==> config.mk <==
export PLATFORM = sky130hd
export DESIGN_NAME = map_rom_arbiter
export DESIGN_NICKNAME = d
export VERILOG_FILES = /design/src/rtl/map_rom_arbiter.sv
export SDC_FILE = /design/constraint.sdc
export NUM_CORES = 1
export LEC_CHECK = 0
export ABC_AREA = 0
export BUFFER_PORTS_ARGS = -buffer_cell sky130_fd_sc_hd__buf_2
export CORE_ASPECT_RATIO = 0.75
export CORE_MARGIN = 2
export CORE_UTILIZATION = 43
export CTS_CLUSTER_SIZE = 10
export DETAILED_ROUTE_END_ITERATION = 8
export PLACE_DENSITY = 0.76
export SYNTH_ARGS = -nofsm -noshare
export SYNTH_HDL_FRONTEND = slang
export SYNTH_SLANG_ARGS = --single-unit
==> constraint.sdc <==
create_clock -name clk_i -period 1.35 [get_ports clk_i]
set_input_delay 0.135 -clock clk_i [delete_from_list [all_inputs] [get_ports clk_i]]
set_output_delay 0.135 -clock clk_i [all_outputs]
set_load 0.02 [all_outputs]
==> src/rtl/map_rom_arbiter.sv <==
// ---------------------------------------------------------------------------
// map_rom_arbiter
//
// Shares the single-port maze map ROM between the VGA renderer and the
// game-logic collision checker. One ROM read is issued per cycle. Ownership
// of each read is tracked through the ROM's one-cycle registered latency, and
// the data is returned to the owner together with a one-cycle valid pulse.
// VGA has priority. The collision checker is forced a grant after STARVE_MAX
// consecutive VGA grants while it is waiting.
//
// Optional feature (macro MAP_ROM_ARB_STATS_EN):
//   defined     -> col_stall_cnt_o is a saturating 16-bit count of edges where
//                  col_req_i was high but collision was not granted.
//   not defined -> col_stall_cnt_o is tied to 0.
//
// Ports:
//   clk_i            system clock
//   rst_ni           asynchronous active-low reset
//   vga_req_i        VGA read request
//   vga_addr_i       VGA row address
//   vga_gnt_o        one-cycle grant pulse to VGA
//   vga_valid_o      one-cycle pulse, vga_data_o updated
//   vga_data_o       VGA read data, held between valids
//   col_req_i        collision read request
//   col_addr_i       collision row address
//   col_gnt_o        one-cycle grant pulse to collision
//   col_valid_o      one-cycle pulse, col_data_o updated
//   col_data_o       collision read data, held between valids
//   rom_addr_o       address to the ROM
//   rom_data_i       ROM data, valid one cycle after rom_addr_o is sampled
//   busy_o           high while any read is in flight
//   col_stall_cnt_o  collision stall statistics
// ---------------------------------------------------------------------------
module map_rom_arbiter #(
    parameter int ADDRW      = 5,
    parameter int DATAW      = 30,
    parameter int DEPTH      = 21,
    parameter int STARVE_MAX = 4
) (
    input  logic             clk_i,
    input  logic             rst_ni,
    input  logic             vga_req_i,
    input  logic [ADDRW-1:0] vga_addr_i,
    output logic             vga_gnt_o,
    output logic             vga_valid_o,
    output logic [DATAW-1:0] vga_data_o,
    input  logic             col_req_i,
    input  logic [ADDRW-1:0] col_addr_i,
    output logic             col_gnt_o,
    output logic             col_valid_o,
    output logic [DATAW-1:0] col_data_o,
    output logic [ADDRW-1:0] rom_addr_o,
    input  logic [DATAW-1:0] rom_data_i,
    output logic             busy_o,
    output logic [15:0]      col_stall_cnt_o
);

    localparam logic [3:0] STARVE_LIM = 4'(STARVE_MAX);

    // Arbitration decision on the currently sampled requests
    logic             grant_vga;
    logic             grant_col;
    logic [ADDRW-1:0] sel_addr;
    logic             sel_oor;
    logic [3:0]       starve_q, starve_d;

    // Ownership pipeline: stage 1 = address presented to ROM,
    // stage 2 = ROM data arrives at the next edge
    logic             s1_vld_q, s1_col_q, s1_oor_q;
    logic             s2_vld_q, s2_col_q, s2_oor_q;

    logic [ADDRW-1:0] rom_addr_q;
    logic             vga_gnt_q, col_gnt_q;
    logic             vga_valid_q, col_valid_q;
    logic [DATAW-1:0] vga_data_q, col_data_q;
    logic [DATAW-1:0] ret_data;

    always_comb begin
        // VGA wins unless the collision checker has waited STARVE_MAX grants
        grant_vga = vga_req_i && !(col_req_i && (starve_q == STARVE_LIM));
        grant_col = col_req_i && !grant_vga;
        sel_addr  = grant_vga ? vga_addr_i : col_addr_i;
        sel_oor   = (int'(sel_addr) >= DEPTH);

        starve_d  = starve_q;
        if (grant_col || !col_req_i) begin
            starve_d = 4'd0;
        end else if (grant_vga) begin
            // col_req_i is high here, so this is a VGA grant over a waiting collision
            starve_d = starve_q + 4'd1;
        end
    end

    // Rows outside the maze read back as solid wall
    assign ret_data = s2_oor_q ? {DATAW{1'b1}} : rom_data_i;

    always_ff @(posedge clk_i or negedge rst_ni) begin
        if (!rst_ni) begin
            starve_q    <= '0;
            rom_addr_q  <= '0;
            vga_gnt_q   <= 1'b0;
            col_gnt_q   <= 1'b0;
            s1_vld_q    <= 1'b0;
            s1_col_q    <= 1'b0;
            s1_oor_q    <= 1'b0;
            s2_vld_q    <= 1'b0;
            s2_col_q    <= 1'b0;
            s2_oor_q    <= 1'b0;
            vga_valid_q <= 1'b0;
            col_valid_q <= 1'b0;
            vga_data_q  <= '0;
            col_data_q  <= '0;
        end else begin
            starve_q  <= starve_d;
            vga_gnt_q <= grant_vga;
            col_gnt_q <= grant_col;

            // rom_addr holds when nobody is granted
            if (grant_vga || grant_col) begin
                rom_addr_q <= sel_oor ? '0 : sel_addr;
            end

            s1_vld_q <= grant_vga || grant_col;
            s1_col_q <= grant_col;
            s1_oor_q <= sel_oor;

            s2_vld_q <= s1_vld_q;
            s2_col_q <= s1_col_q;
            s2_oor_q <= s1_oor_q;

            vga_valid_q <= s2_vld_q && !s2_col_q;
            col_valid_q <= s2_vld_q &&  s2_col_q;
            if (s2_vld_q && !s2_col_q) begin
                vga_data_q <= ret_data;
            end
            if (s2_vld_q && s2_col_q) begin
                col_data_q <= ret_data;
            end
        end
    end

    assign rom_addr_o  = rom_addr_q;
    assign vga_gnt_o   = vga_gnt_q;
    assign col_gnt_o   = col_gnt_q;
    assign vga_valid_o = vga_valid_q;
    assign col_valid_o = col_valid_q;
    assign vga_data_o  = vga_data_q;
    assign col_data_o  = col_data_q;
    assign busy_o      = s1_vld_q || s2_vld_q;

`ifdef MAP_ROM_ARB_STATS_EN
    logic [15:0] stall_q;

    always_ff @(posedge clk_i or negedge rst_ni) begin
        if (!rst_ni) begin
            stall_q <= '0;
        end else if (col_req_i && !grant_col && (stall_q != 16'hFFFF)) begin
            stall_q <= stall_q + 16'd1;
        end
    end

    assign col_stall_cnt_o = stall_q;
`else
    assign col_stall_cnt_o = 16'd0;
`endif

endmodule
After elaboration in Yosys (flattened, before gate mapping)
Index checks and enable logic that the tools add are counted.
Widths: inputs -> output; s select.
{ "op_classes": {"addsub": 1, "bitwise": 0, "eq_ne": 1, "n_lt_le_gt_ge": 1, "reduce_logical": 13, "multipliers": 0, "div": 0, "mux": 5, "shifts": 0} }
{ "op_table": {"columns": ["op", "n"], "rows": [
  ["$mux 30", 1],
  ["$mux 5", 2],
  ["$mux 4", 2],
  ["$ge 5x5->1 const B", 1],
  ["$logic_and 1x1->1", 5],
  ["$add 4x1->4 const B", 1],
  ["$eq 4x3->1 const B", 1],
  ["$logic_not 1->1", 4],
  ["$logic_or 1x1->1", 3],
  ["$reduce_bool 2->1", 1]
]} }
{ "totals": {"in_bits": 44, "mem_bits_rw": 0, "memories": 0, "out_inout_bits": 86, "latch_bits": 0, "wordCells": 34, "register_bits": 78, "mem_bits_ro": 0} }

Longest topological paths before layout
{ "depth": {"word_depth": 8, "mapped_depth": 6} }

Worst setup path before layout
Ideal clock, no wire load.
{ "synth_path": {"path_type": "reg-to-reg", "from": "reg starve_q[0]", "to": "reg rom_addr_q[1] (netlist: rom_addr_o[1])", "period_less_slack_ns": 1.382, "path_stages_with_launch": 7, "arrival_time_ns": 1.257, "path_slack_ns": -0.032, "cell_sequence": "dfrtp_1 inv_1 ha_1 nand4b_1 buf_6 and4_4 a221o_1"} }
{ "synth_via": {"elab_chain_cells": 7, "elab_cells_between_ends": 10, "classes_between": "1 x order compare; 1 x eq/ne; 2 x mux; 6 x reduce/logical"} }
{ "synth_rtl": {"columns": ["item", "line", "rtl"], "rows": [
  ["from (decl)", "65", "logic [3:0] starve_q, starve_d;"],
  ["from (signal assigned)", "114", "starve_q <= starve_d;"],
  ["$eq 4x3->1 (*)", "80", "grant_vga = vga_req_i && !(col_req_i && (starve_q == STARVE_LIM));"],
  ["$logic_and 1x1->1 (*)", "80", null],
  ["$logic_not 1->1 (*)", "80", null],
  ["$logic_and 1x1->1 (*)", "80", null],
  ["$mux 5 / $logic_not 1->1 (equally long branches)", "82, 81", null],
  ["$ge 5x5->1 / $logic_and 1x1->1 (equally long branches)", "83, 81", null],
  ["$mux 5 / $logic_or 1x1->1 (equally long branches)", "120, 119", null],
  ["to (signal assigned)", "120", "rom_addr_q <= sel_oor ? '0 : sel_addr;"],
  ["to (decl)", "72", "logic [ADDRW-1:0] rom_addr_q;"]
]} }
Mark *: on every way between the ends. The rest lies on a longest branch, timed or not.
A chain may end at the register's enable or synchronous reset.

Worst setup path after layout
Same ends and word-level chain as after synthesis.

==> out/results.ini <==
[status]
outcome = finished with violations
violations = setup timing

[finish]
area_growth_pct = 30.3
post-route-util_pct = 58.9
design_area_um2 = 4080
diodes = 0
drive_gt1_share_pct = 35.2
nNetsFinal = 476

[detailed_routing]
avgViaCountPerCell = 4.75
drt_iter0_drc = 47
wl_per_cell_um = 13.0
drcViolationCount = 0
totalWireLength_mm = 6.92
drt.antenna.violating_nets = 0
firstDrtPassIters = 4
vias = 2531

[cts]
clock_path_buffers = 2
cts.sinks = 78
cts_buffers = 9
cts_tree = yes
htreeDepth = 3
cts_root_buf = clkbuf_8
cts.clk_slew.worst_paths_ns = 0.08
clk_latency_ns = 0.34

[hold_path]
hold_class = in -> reg

[timing]
finalCritPeriodShare_pct = 108
fmax_ghz = 0.687
post-route-min-period_ns = 1.46
fin_ws_ns = -0.106
setup_viol = 8
finalHoldViolCount = 0
slew_viol_final = 0
rsz0062_at_grt = yes
skew_ns = 0.0124

[worst_setup_path]
end_kind = flip-flop
critPathKind = reg -> reg
critical_path_required_ns = 1.57
cp-start-kind = flip-flop
cp.arrival_ns = 1.67
path_max_fanout = 5

[power]
ir_drop_v = 0.000993
powerDensity_nw_per_um2 = 1520
p_seq_share_pct = 44.9
leakage_nw = 1.96
switchingPower_mw = 1.84
power_switching_share_pct = 29.7
intPower_mw = 4.35
p_clk_share_pct = 34.1
p_comb_share_pct = 21.0

[placement]
place_congestion = 0.887
dp_slack_ns = -0.0955
place_hpwl_mm = 5.03
port_buffers = 113
place_area_um2 = 3770

[global_route]
grt_usage_pct = 18.3
grt_max_degree = 39
grt_pass1_vias = 2492
overflow = 0
antenna_found_initial = 0
grt_pass1_wl_mm = 11.4

[synth]
ys.warnings.count = 0
syn_avg_cell_area_um2 = 10.1
synth_flop_cell = dfrtp_1
synth_area_leaders = dfrtp_1 62%, nor2_1 7.7%, o21ai_0 5.1%, a21oi_1 4.8%, nand2_1 4.0%
netlist_instances = 311
synth-edff-count = 0
synth_top_area_share_pct = 62.4
async_flop_share_pct = 100
synth_most_common_cell = dfrtp_1
synth_cell_types = 35
synth_seq_cells = 78
ys_seq_area_share_pct = 62.4
netlist_area_um2 = 3130
yosysTopAreaCell = dfrtp_1
synthTopCellsByCount = 78 x dfrtp_1, 64 x nor2_1, 33 x nand2_1, 32 x o21ai_0, 30 x a21oi_1

[die]
die_h_um = 77.9
rows = 26
start_util_pct = 45.2
dieArea_um2 = 7990
core_um2 = 6930
die_w_um = 103
io_pins = 130

[job]
drv_cap = 0

## metrics by stage
step	cells	hold slack, ns	power (mW)	setup TNS (ns)
5_1_grt	533	0.0389	6.55	-1.44
2_1_floorplan	326	-0.161	3.62	-0.0330
3_3_place_gp	513	0.0799	4.09	-0.0717
3_5_place_dp	513	0.0857	4.13	-0.266
4_1_cts	532	0.0428	6.26	-0.345
6_report	533	0.0631	6.19	-0.434
## worst paths after layout
| check | endpoint | cells past startpoint | startpoint | slack [ns] |
|---|---|---|---|---|
| max in group asynchronous | vga_data_o[27] | 3 | rst_ni | 0.56 |
| min in group asynchronous | vga_data_o[19] | 2 | rst_ni | 0.25 |
| worst max register to register | rom_addr_o[1] | 6 | starve_q[0] | -0.11 |
| worst min-delay path | rom_addr_o[2] | 2 | col_addr_i[2] | 0.06 |
| worst min register to register | s2_oor_q | 0 | s1_oor_q | 0.36 |
| worst max-delay path | rom_addr_o[1] | 6 | starve_q[0] | -0.11 |
## cell families (layout without fill, tap and decap cells)
logic type / count (synthesis) / in the layout / share of synthesized area [%]
simple gates: 112 / 112 / 14.9
flops: 78 / 78 / 62.4
compound gates: 75 / 75 / 13.9
buf+inv: 41 / 150 / 7.31
fa+ha+maj: 2 / 2 / 0.799
xor+xnor: 2 / 2 / 0.560
other cells: 1 / 16 / 0.120
## worst max-delay path, stage by stage (launching register included)
cell	delay, ns
dfrtp_1	0.39
inv_1	0.06
ha_2	0.16
nand4b_1	0.15
buf_6	0.17
and4_4	0.15
a221o_1	0.25
## flip-flops by register name (all words and copies together) (netlist names), 4 cells and up
name	cells
col_data_o	30
vga_data_o	30
rom_addr_o	5
starve_q	4
## layout by cell type, fill, tap and decap left out, types with 2 or more instances in the layout
cell type,n
a221o_1,3
nor2_1,64
bufinv_16,3
buf_4,12
dfrtp_1,78
o21ai_0,32
conb_1,16
o211ai_1,2
buf_2,112
nor3_1,2
buf_6,2
a21oi_1,30
o21a_1,2
clkbuf_8,10
nand2_1,33
inv_1,6
## power by group through the flow
stage,logic (mW),clock network (mW),registers (mW)
after floorplan,0.438,0,3.18
after global placement,1.28,0,2.82
after detailed placement,1.31,0,2.83
after CTS,1.31,2.17,2.78
after global routing,1.43,2.29,2.82
final,1.30,2.11,2.78
## area by class of cell
class	count	area [µm²]
Clock buffer	11	141
Sequential cell	78	1950
Clock inverter	5	106
Multi-Input combinational cell	207	1030
Inverter	6	22.5
Fill cell	633	2850
Timing Repair Buffer	128	703
Tap cell	98	123
## per-layer routing
metal / global-route usage (%) / vias up / part of all wire, %
li1: - / 1235 / -
met1: 23.0 / 1187 / 44
met2: 29.9 / 103 / 47
met3: 6.94 / 6 / 8.5
met4: 4.00 / 0 / 0.65
met5: 0 / - / 0
## what timing repair did
| action | CTS | global route |
|---|---|---|
| setup buffers | 1 | 1 |
| hold endpoints to repair | 28 | 0 |
| pin swaps | 4 | 0 |
| resized for setup | 3 | 4 |
| setup endpoints to repair | 5 | 11 |
| hold buffers | 1 | 0 |
| cloned | 1 | 0 |
(Power assumes the default switching activity.)
